==> src/rtl/vending_controller.sv <==
// ---------------------------------------------------------------------------
// vending_controller
//
// Coin-operated vending controller. Coins add credit, a selection vends an
// item when enough credit is held, and any remaining credit is returned as
// change one coin per cycle, largest denomination first. A cancel returns
// all credit without vending.
//
// Coin encoding (used for both inserted and returned coins):
//   2'b00 = 1, 2'b01 = 5, 2'b10 = 10, 2'b11 = 25 credit units
//
// Ports
//   clk            in   single clock, rising edge
//   rst            in   asynchronous active-high reset
//   coin_valid     in   one-cycle coin-inserted strobe
//   coin_val[1:0]  in   inserted coin code
//   sel_valid      in   one-cycle purchase request
//   sel_item[1:0]  in   requested item index
//   cancel         in   one-cycle refund request
//   dispense       out  one-cycle vend pulse
//   dispense_item  out  item being vended, valid with dispense
//   change_valid   out  one pulse per returned coin
//   change_coin    out  returned coin code, valid with change_valid
//   credit[5:0]    out  current registered credit
//   busy           out  high while vending or returning change
//   coin_reject    out  pulse the cycle after a rejected coin
//   sel_nack       out  pulse the cycle after a refused selection
// ---------------------------------------------------------------------------
module vending_controller #(
  parameter int PRICE0     = 15,
  parameter int PRICE1     = 20,
  parameter int PRICE2     = 35,
  parameter int PRICE3     = 50,
  parameter int MAX_CREDIT = 63
) (
  input  logic       clk,
  input  logic       rst,
  input  logic       coin_valid,
  input  logic [1:0] coin_val,
  input  logic       sel_valid,
  input  logic [1:0] sel_item,
  input  logic       cancel,
  output logic       dispense,
  output logic [1:0] dispense_item,
  output logic       change_valid,
  output logic [1:0] change_coin,
  output logic [5:0] credit,
  output logic       busy,
  output logic       coin_reject,
  output logic       sel_nack
);

  typedef enum logic [1:0] {
    IDLE   = 2'd0,
    CREDIT = 2'd1,
    VEND   = 2'd2,
    CHANGE = 2'd3
  } state_t;

  state_t     state_r;
  // One bit wider than the credit port so credit + coin cannot wrap.
  logic [6:0] credit_r;
  logic [1:0] item_r;

  logic [6:0] coin_amt_s;
  logic [6:0] coin_sum_s;
  logic       coin_fits_s;
  logic [6:0] sel_price_s;
  logic       can_buy_s;
  logic [6:0] vend_rem_s;
  logic [6:0] change_rem_s;

  // Credit value of a coin code.
  function automatic logic [6:0] coin_value(input logic [1:0] code);
    logic [6:0] v;
    case (code)
      2'b00:   v = 7'd1;
      2'b01:   v = 7'd5;
      2'b10:   v = 7'd10;
      2'b11:   v = 7'd25;
      default: v = 7'd0;
    endcase
    return v;
  endfunction

  // Price of an item index.
  function automatic logic [6:0] price_of(input logic [1:0] item);
    logic [6:0] p;
    case (item)
      2'b00:   p = 7'(PRICE0);
      2'b01:   p = 7'(PRICE1);
      2'b10:   p = 7'(PRICE2);
      2'b11:   p = 7'(PRICE3);
      default: p = 7'(PRICE3);
    endcase
    return p;
  endfunction

  // Largest coin not exceeding the amount still owed.
  function automatic logic [1:0] greedy_coin(input logic [6:0] amount);
    logic [1:0] c;
    if (amount >= 7'd25) begin
      c = 2'b11;
    end else if (amount >= 7'd10) begin
      c = 2'b10;
    end else if (amount >= 7'd5) begin
      c = 2'b01;
    end else begin
      c = 2'b00;
    end
    return c;
  endfunction

  // Arithmetic shared by the state register: coin acceptance, purchase
  // affordability, and the credit left after a vend or a returned coin.
  always_comb begin
    coin_amt_s   = coin_value(coin_val);
    coin_sum_s   = credit_r + coin_amt_s;
    coin_fits_s  = (coin_sum_s <= 7'(MAX_CREDIT));
    sel_price_s  = price_of(sel_item);
    can_buy_s    = (credit_r >= sel_price_s);
    vend_rem_s   = credit_r - price_of(item_r);
    // change_coin always holds the coin on display while in CHANGE.
    change_rem_s = credit_r - coin_value(change_coin);
  end

  // Controller state, credit and all registered outputs.
  always_ff @(posedge clk or posedge rst) begin
    if (rst) begin
      state_r       <= IDLE;
      credit_r      <= 7'd0;
      item_r        <= 2'b00;
      dispense      <= 1'b0;
      dispense_item <= 2'b00;
      change_valid  <= 1'b0;
      change_coin   <= 2'b00;
      busy          <= 1'b0;
      coin_reject   <= 1'b0;
      sel_nack      <= 1'b0;
    end else begin
      // Pulses and strobe-qualified data default low each cycle.
      dispense      <= 1'b0;
      dispense_item <= 2'b00;
      change_valid  <= 1'b0;
      change_coin   <= 2'b00;
      busy          <= 1'b0;
      coin_reject   <= 1'b0;
      sel_nack      <= 1'b0;

      case (state_r)
        IDLE, CREDIT: begin
          if (cancel) begin
            // Cancel outranks everything; a coin in the same cycle bounces.
            coin_reject <= coin_valid;
            if (credit_r != 7'd0) begin
              state_r      <= CHANGE;
              busy         <= 1'b1;
              change_valid <= 1'b1;
              change_coin  <= greedy_coin(credit_r);
            end else begin
              state_r <= IDLE;
            end
          end else if (sel_valid) begin
            coin_reject <= coin_valid;
            if (can_buy_s) begin
              state_r       <= VEND;
              busy          <= 1'b1;
              item_r        <= sel_item;
              dispense      <= 1'b1;
              dispense_item <= sel_item;
            end else begin
              sel_nack <= 1'b1;
            end
          end else if (coin_valid) begin
            if (coin_fits_s) begin
              credit_r <= coin_sum_s;
              state_r  <= CREDIT;
            end else begin
              coin_reject <= 1'b1;
            end
          end else begin
            state_r <= state_r;
          end
        end

        VEND: begin
          coin_reject <= coin_valid;
          credit_r    <= vend_rem_s;
          if (vend_rem_s != 7'd0) begin
            state_r      <= CHANGE;
            busy         <= 1'b1;
            change_valid <= 1'b1;
            change_coin  <= greedy_coin(vend_rem_s);
          end else begin
            state_r <= IDLE;
          end
        end

        CHANGE: begin
          // The displayed coin is paid out this cycle; queue the next one.
          coin_reject <= coin_valid;
          credit_r    <= change_rem_s;
          if (change_rem_s != 7'd0) begin
            state_r      <= CHANGE;
            busy         <= 1'b1;
            change_valid <= 1'b1;
            change_coin  <= greedy_coin(change_rem_s);
          end else begin
            state_r <= IDLE;
          end
        end

        default: begin
          state_r  <= IDLE;
          credit_r <= 7'd0;
        end
      endcase
    end
  end

  assign credit = credit_r[5:0];

endmodule

==> config.mk <==
export PLATFORM = sky130hd
export DESIGN_NAME = vending_controller
export DESIGN_NICKNAME = d
export VERILOG_FILES = /design/src/rtl/vending_controller.sv
export SDC_FILE = /design/constraint.sdc
export NUM_CORES = 1
export LEC_CHECK = 0
export BUFFER_PORTS_ARGS = -buffer_cell sky130_fd_sc_hd__buf_2
export CAP_MARGIN = 25
export CORE_MARGIN = 2
export CORE_UTILIZATION = 60
export DETAILED_ROUTE_END_ITERATION = 10
export PLACE_DENSITY = 0.81
export SETUP_SLACK_MARGIN = 0.4
export SLEW_MARGIN = 20
export SYNTH_ARGS = -nofsm -noshare
export SYNTH_HDL_FRONTEND = slang
export SYNTH_SLANG_ARGS = --single-unit
export TNS_END_PERCENT = 5
==> constraint.sdc <==
create_clock -name clk -period 2.95 [get_ports clk]
set_input_delay 0.59 -clock clk [delete_from_list [all_inputs] [get_ports clk]]
set_output_delay 0.59 -clock clk [all_outputs]
set_load 0.01 [all_outputs]
==> results of run 1 <==
==> what timing repair did <==
| item | 4_1_cts | 5_1_grt |
|---|---|---|
| setup endpoints to repair | 6 | 13 |
| pin swaps | 8 | 7 |
| resized for setup | 5 | 20 |
| setup buffers | 7 | 2 |
==> cell families after synthesis <==
family,Yosys count,share of synthesized area
buffers and inverters,34,0.0718
XOR/XNOR,11,0.0438
AO/OA/AOI/OAI,82,0.268
adder cells (fa/ha/maj),25,0.153
flip-flops,20,0.228
multiplexers,6,0.0290
AND/OR/NAND/NOR,87,0.207
==> per-layer routing <==
metal / global-route usage / wire [microns] / up-vias
met5: 0 / 0 / -
met4: 0.0718 / 107 / 0
met3: 0.0434 / 382 / 14
met2: 0.521 / 2920 / 72
met1: 0.411 / 2630 / 1005
li1: - / - / 1029
==> per-stage QoR <==
| step | utilization | instance area [sq um] | instances |
|---|---|---|---|
| after floorplan | - | 2270 | 265 |
| after global placement | 0.710 | 2420 | 331 |
| after detailed placement | 0.710 | 2420 | 331 |
| after CTS | 0.751 | 2560 | 342 |
| after global routing | 0.777 | 2660 | 344 |
| final | 0.777 | 2660 | 344 |
==> state kept, by name, indices dropped and copies added, names as in the netlist, 2 cells and up <==
signal / count
credit_r: 7
change_coin: 2
dispense_item: 2
item_r: 2
state_r: 2
==> Yosys cell counts (2+ instances only) <==
master	count	area, sq um
nor3_1	6	30.0
inv_1	24	90.1
clkbuf_1	3	11.3
nor2b_1	4	25.0
mux2i_1	3	30.0
xor2_1	7	61.3
nand3b_1	3	22.5
dfrtp_1	20	500
o21bai_1	3	22.5
nand3_1	4	20.0
o21ai_0	21	105
nor4_1	5	31.3
o211a_1	3	30.0
nand2_1	21	78.8
nor2_1	19	71.3
or4_1	3	22.5
o211ai_1	5	37.5
xnor2_1	4	35.0
buf_4	6	45.0
ha_1	22	275
nand2b_1	9	56.3
a21o_1	3	22.5
mux2_2	2	22.5
or3_2	2	15.0
a211oi_1	11	82.6
nor3b_1	4	30.0
a21oi_1	16	80.1
fa_1	3	60.1
==> worst max-delay path, stage by stage, from the launching register on <==
cell,delay (ns)
dfrtp_1,0.39
buf_4,0.12
buf_4,0.13
ha_4,0.14
inv_1,0.05
fa_2,0.39
nand2b_4,0.16
a21o_1,0.19
a21o_1,0.21
a211oi_4,0.37
buf_4,0.22
a211oi_1,0.06
a21oi_1,0.15
==> area by class of cell <==
class,instances,area share
Clock inverter,1,0.0113
Clock buffer,3,0.00848
Multi-Input combinational cell,211,0.642
Sequential cell,20,0.189
Tap cell,46,0.0217
Timing Repair Buffer,39,0.0933
Inverter,24,0.0339
==> final timing paths <==
path,cells past startpoint,slack (ns),to
max reg2reg,12,0.31,credit_r[0]
min reg2reg,2,0.61,item_r[0]
max in group asynchronous,2,2.02,credit_r[1]
min in group clk,3,0.53,coin_reject
min,2,0.37,change_valid
max,12,0.31,credit_r[0]
==> results.md, run 1 <==
- Post-synth ARST share: 1.00
- DR DRC count: 0
- GRT Overall Usage: 0.306
- Fin crit share: 0.896
- Crit path kind: flop to flop
- Vias per cell: 6.16
- Longest Clk Path Bufs: 2
- Final Hold Fails: 0
- Register area: about 500 sq um
- Vias in the first global route: between 1500 and 2000
- Synth Area per Inst: 8.29 sq um
- Worst setup EP type: flop
- #FFs+latches synth: 20
- Number of flops mapped to enable cells by yosys: 0
- Most frequent cells in the layout: buf_2 (23), inv_1 (21), nand2_1 (20)
- Final WL: between 6000 and 7000 microns
- Area of the multi-input gates: 1700 sq um
- Fillers: 247
- Num CTS Buffers: 3
- Worst Skew: 0.0208 ns
- Post-route ant nets: 0
- CTS tree: done
- Syn Inst Count: 265
- Clock latency on the worst-skew pair: around 0.33 ns
- Area growth from synthesis to layout: 20.8%
- CP required: 3.19 ns
- Clock sinks: 20
- WL/cell: 17.5 microns
- Commonest non-fill, non-tap cell in the layout: buf_2
- Post-Place Setup Slack: 0.124 ns
- Post-DP HPWL: 4330 microns
- Max H-tree Level: 1
- Die span in x: roughly 65 microns
- Slew HR: 0.485
- First-pass GRT wire length: 9810 microns
- Hold Worst Slack: 0.372 ns
- Starting DRT DRC Count: 186
- Tightest Pin Transition: 0.771 ns
- RSZ-0062 raised after global routing: yes
- Initial antenna violation count: 0
- GRT overflow: 0
- Diode count: 0
- Initial Util: 0.643
- Largest net degree at the start of global routing: 21
- Core area: between 3000 and 4000 sq um
- Die ar.: 4160 sq um
- I/O pins: 24
- Standard-cell rows: 21
- Pre-antenna DRT Iters: 4
- Sequential element share of the synthesized area: 0.228
- Synth Cell Area: 2200 sq um
- Syn Nets: 299
- Reg clk slew, reported paths: 0.14 ns
- CP Launch Type: flop
- Vias after detailed routing: 2120
- Die Y: 64.5 microns
- Fin nets: around 330
- Synth Flop Type: dfrtp_1
- Yosys cell types: 57
- RR Startpoint: credit_r[0]
- Crit-path max FO: 7
- # hold bufs at CTS: 0
- Max-slew violations: 0
- Final worst slack: slightly above 0.3 ns
- Final setup viols: 0
- Min-delay worst type: input port to async pin
- RePlAce Congestion: 0.918
- MaxCap Viol Count: 0
- Crit path time final: 2.64 ns
- Setup tns final: 0 ns
- Root Buffer: clkbuf_4
- Crit. Startpoint: credit_r[0]
- Synth warn: 0
- Status: finished clean
- Share of cells above drive strength 1: 0.299
- Fmax: 0.378 GHz
- WP data arrival: around 2.9 ns
- Buffers on Ports: 23
Power of run 1 is not shown: default switching activity piles up to over one toggle a cycle in this logic, so the estimate is an artifact.
==> inputs of run 2 (changes only) <==
- BUFFER_PORTS_ARGS: -buffer_cell sky130_fd_sc_hd__buf_2 -> -buffer_cell sky130_fd_sc_hd__buf_4
- CORE_ASPECT_RATIO: default -> 0.7
==> run 2 against run 1 <==
Against the previous run:
- cell area grew 0.52%
- sequential share of layout area shrank 0.14 points
- hold slack improved by 0.11 ns
- critical path depth fell by 2
- flip-flop and latch count did not move
- non-clock buffer count is 1 lower
- die area grew 0.18%
- count of clock-buffer cells in the layout is the same
- fmax rose by 0.85%
- utilization shrank 1.8 points
- routed wire length up 4.6%
- critical endpoint is now change_coin[0]
- largest cell class unchanged
- highest routed layer unchanged
==> results.md, run 2 (synthesis results as in run 1) <==
- Buffers on Ports: 23 (unchanged)
- R2r worst-path depth: 10 (was 12)
- Reg2reg end: change_coin[0] (was credit_r[0])
- Area growth from synthesis to layout: 21.5% (was 20.8%)
- Most frequent cells in the layout: buf_4 (37), inv_1 (21), o21ai_0 (21) (was buf_2 (23), inv_1 (21), nand2_1 (20))
- Slew HR: 0.449 (was 0.485)
- Layout Cells excl Fill: 347 (was 344)
- Longest Clk Path Bufs: 2 (unchanged)
- Final WL: 6310 microns (was 6040 microns)
- Fin crit share: 0.888 (was 0.896)
- CP peak stage delay: 0.42 ns (was 0.39 ns)
- Fillers: 271 (was 247)
- Crit path time final: 2.62 ns (was 2.64 ns)
- Die span in x: 76.3 microns (was 64.5 microns)
- MaxCap Viol Count: 0 (unchanged)
- GRT Overall Usage: 0.308 (was 0.306)
- Standard-cell rows: 18 (was 21)
- Setup tns final: 0 ns (unchanged)
- DR DRC count: 0 (unchanged)
- Hold Worst Slack: 0.481 ns (was 0.372 ns)
- WL/cell: 18.2 microns (was 17.5 microns)
- # placed instances: 337 (was 331)
- Die Y: 54.6 microns (was 64.5 microns)
- Worst setup EP type: flop (unchanged)
- Starting DRT DRC Count: 218 (was 186)
- Largest Register: credit_r (unchanged)
- Final Hold Fails: 0 (unchanged)
- Num CTS Buffers: 3 (unchanged)
- Commonest non-fill, non-tap cell in the layout: buf_4 (was buf_2)
- Die ar.: 4170 sq um (was 4160 sq um)
- Diode count: 0 (unchanged)
- Initial antenna violation count: 0 (unchanged)
- Buf+Inv Stages, Crit Path: 2 (was 4)
- Post-route ant nets: 0 (unchanged)
- Max H-tree Level: 1 (unchanged)
- Critical path's slowest cell: or3_4 (was dfrtp_1)
- Initial Util: 0.625 (was 0.643)
- Clock sinks: 20 (unchanged)
- Crit path max-delay family: compound AO/OA/AOI/OAI gates (unchanged)
- Vias per cell: 6.29 (was 6.16)
- Largest net degree at the start of global routing: 21 (unchanged)
- Fmax: 0.382 GHz (was 0.378 GHz)
- Final setup viols: 0 (unchanged)
- Core area: 3510 sq um (was 3420 sq um)
- Root Buffer: clkbuf_8 (was clkbuf_4)
- CP required: 3.09 ns (was 3.19 ns)
- Share of cells above drive strength 1: 0.263 (was 0.299)
- Crit path kind: flop to flop (unchanged)
- Reg clk slew, reported paths: 0.08 ns (was 0.14 ns)
- Pre-antenna DRT Iters: 5 (was 4)
- Fin nets: 332 (was 333)
- Crit-path cells: inv_2, ha_2, fa_2, nand2b_4, a2111oi_4, a211oi_2, or3_4, o311ai_4, buf_4, o221ai_2 (was buf_4, buf_4, ha_4, inv_1, fa_2, nand2b_4, a21o_1, a21o_1, a211oi_4, buf_4, a211oi_1, a21oi_1)
- WP data arrival: 2.76 ns (was 2.88 ns)
- Crit-path max FO: 3 (was 7)
- Clock latency on the worst-skew pair: 0.27 ns (was 0.33 ns)
- I/O pins: 24 (unchanged)
- RePlAce Congestion: 0.912 (was 0.918)
- Reg-to-reg setup timing slack: 0.33 ns (was 0.31 ns)
- Vias after detailed routing: 2182 (was 2120)
- Tightest Pin Transition: 0.826 ns (was 0.771 ns)
- RSZ-0062 raised after global routing: yes (unchanged)
- CTS tree: done (unchanged)
- Status: finished clean (unchanged)
- Min-delay worst type: input port to async pin (unchanged)
- Worst Skew: 0.00583 ns (was 0.0208 ns)
- Largest register FFs: 7 (unchanged)
- CP Launch Type: flop (unchanged)
- First-pass GRT wire length: 9700 microns (was 9810 microns)
- Vias in the first global route: 1952 (was 1947)
- RR Startpoint: item_r[0] (was credit_r[0])
- Post-DP HPWL: 4730 microns (was 4330 microns)
- GRT overflow: 0 (unchanged)
- Max-slew violations: 0 (unchanged)
==> run 2: timing repair <==
item | 4_1_cts | 5_1_grt
buffers inserted | 6 | 0
pin swaps | 6 | 2
gates resized for setup | 8 | 5
hold buffers | 0 | 0
endpoints found under the setup margin | 7 | 12
endpoints found under the hold margin | 0 | 0
==> run 2: worst max-delay path by stage <==
stage                   startpoint              to  slack, ns  depth (start not counted)
finish                   item_r[0]  change_coin[0]       0.33                         10
global route        change_coin[1]  change_coin[0]       0.21                          9
CTS                      item_r[0]  change_coin[0]       0.31                         10
detailed placement     coin_val[0]     credit_r[2]       0.15                         10
global placement       coin_val[0]     credit_r[5]       0.23                         12
floorplan              coin_val[0]     credit_r[4]       0.37                         10
==> run 2: worst register-to-register path: stages (launching register included) <==
cell and delay, ns:
dfrtp_1 0.37, inv_2 0.06, ha_2 0.19, fa_2 0.38
nand2b_4 0.17, a2111oi_4 0.30, a211oi_2 0.08, or3_4 0.42
o311ai_4 0.26, buf_4 0.17, o221ai_2 0.09
==> run 2: area by class of cell <==
type                            instances  area, sq um  share of cell area
Inverter                               24         90.1              0.0338
Clock inverter                          1         30.0              0.0113
Clock buffer                            3         41.3              0.0155
Multi-Input combinational cell        211         1650               0.620
Timing Repair Buffer                   38          289               0.108
Tap cell                               50         62.6              0.0234
Sequential cell                        20          502               0.188
==> run 2: layer usage <==
metal / GRT usage / part of all wire / routed length, microns
met1: 0.428 / 0.46 / 2880
met2: 0.515 / 0.45 / 2820
met3: 0.0495 / 0.080 / 504
met4: 0.0818 / 0.017 / 108
met5: 0 / 0 / 0
==> run 2: metrics by stage <==
stage	worst slack (ns)	util	cell area [sq um]
CTS	0.309	0.751	2640
global route	0.214	0.760	2670
global placement	0.226	0.712	2500
floorplan	0.367	-	2270
detailed placement	0.148	0.712	2500
finish	0.330	0.760	2670
Power of run 2 is left out for the same reason.
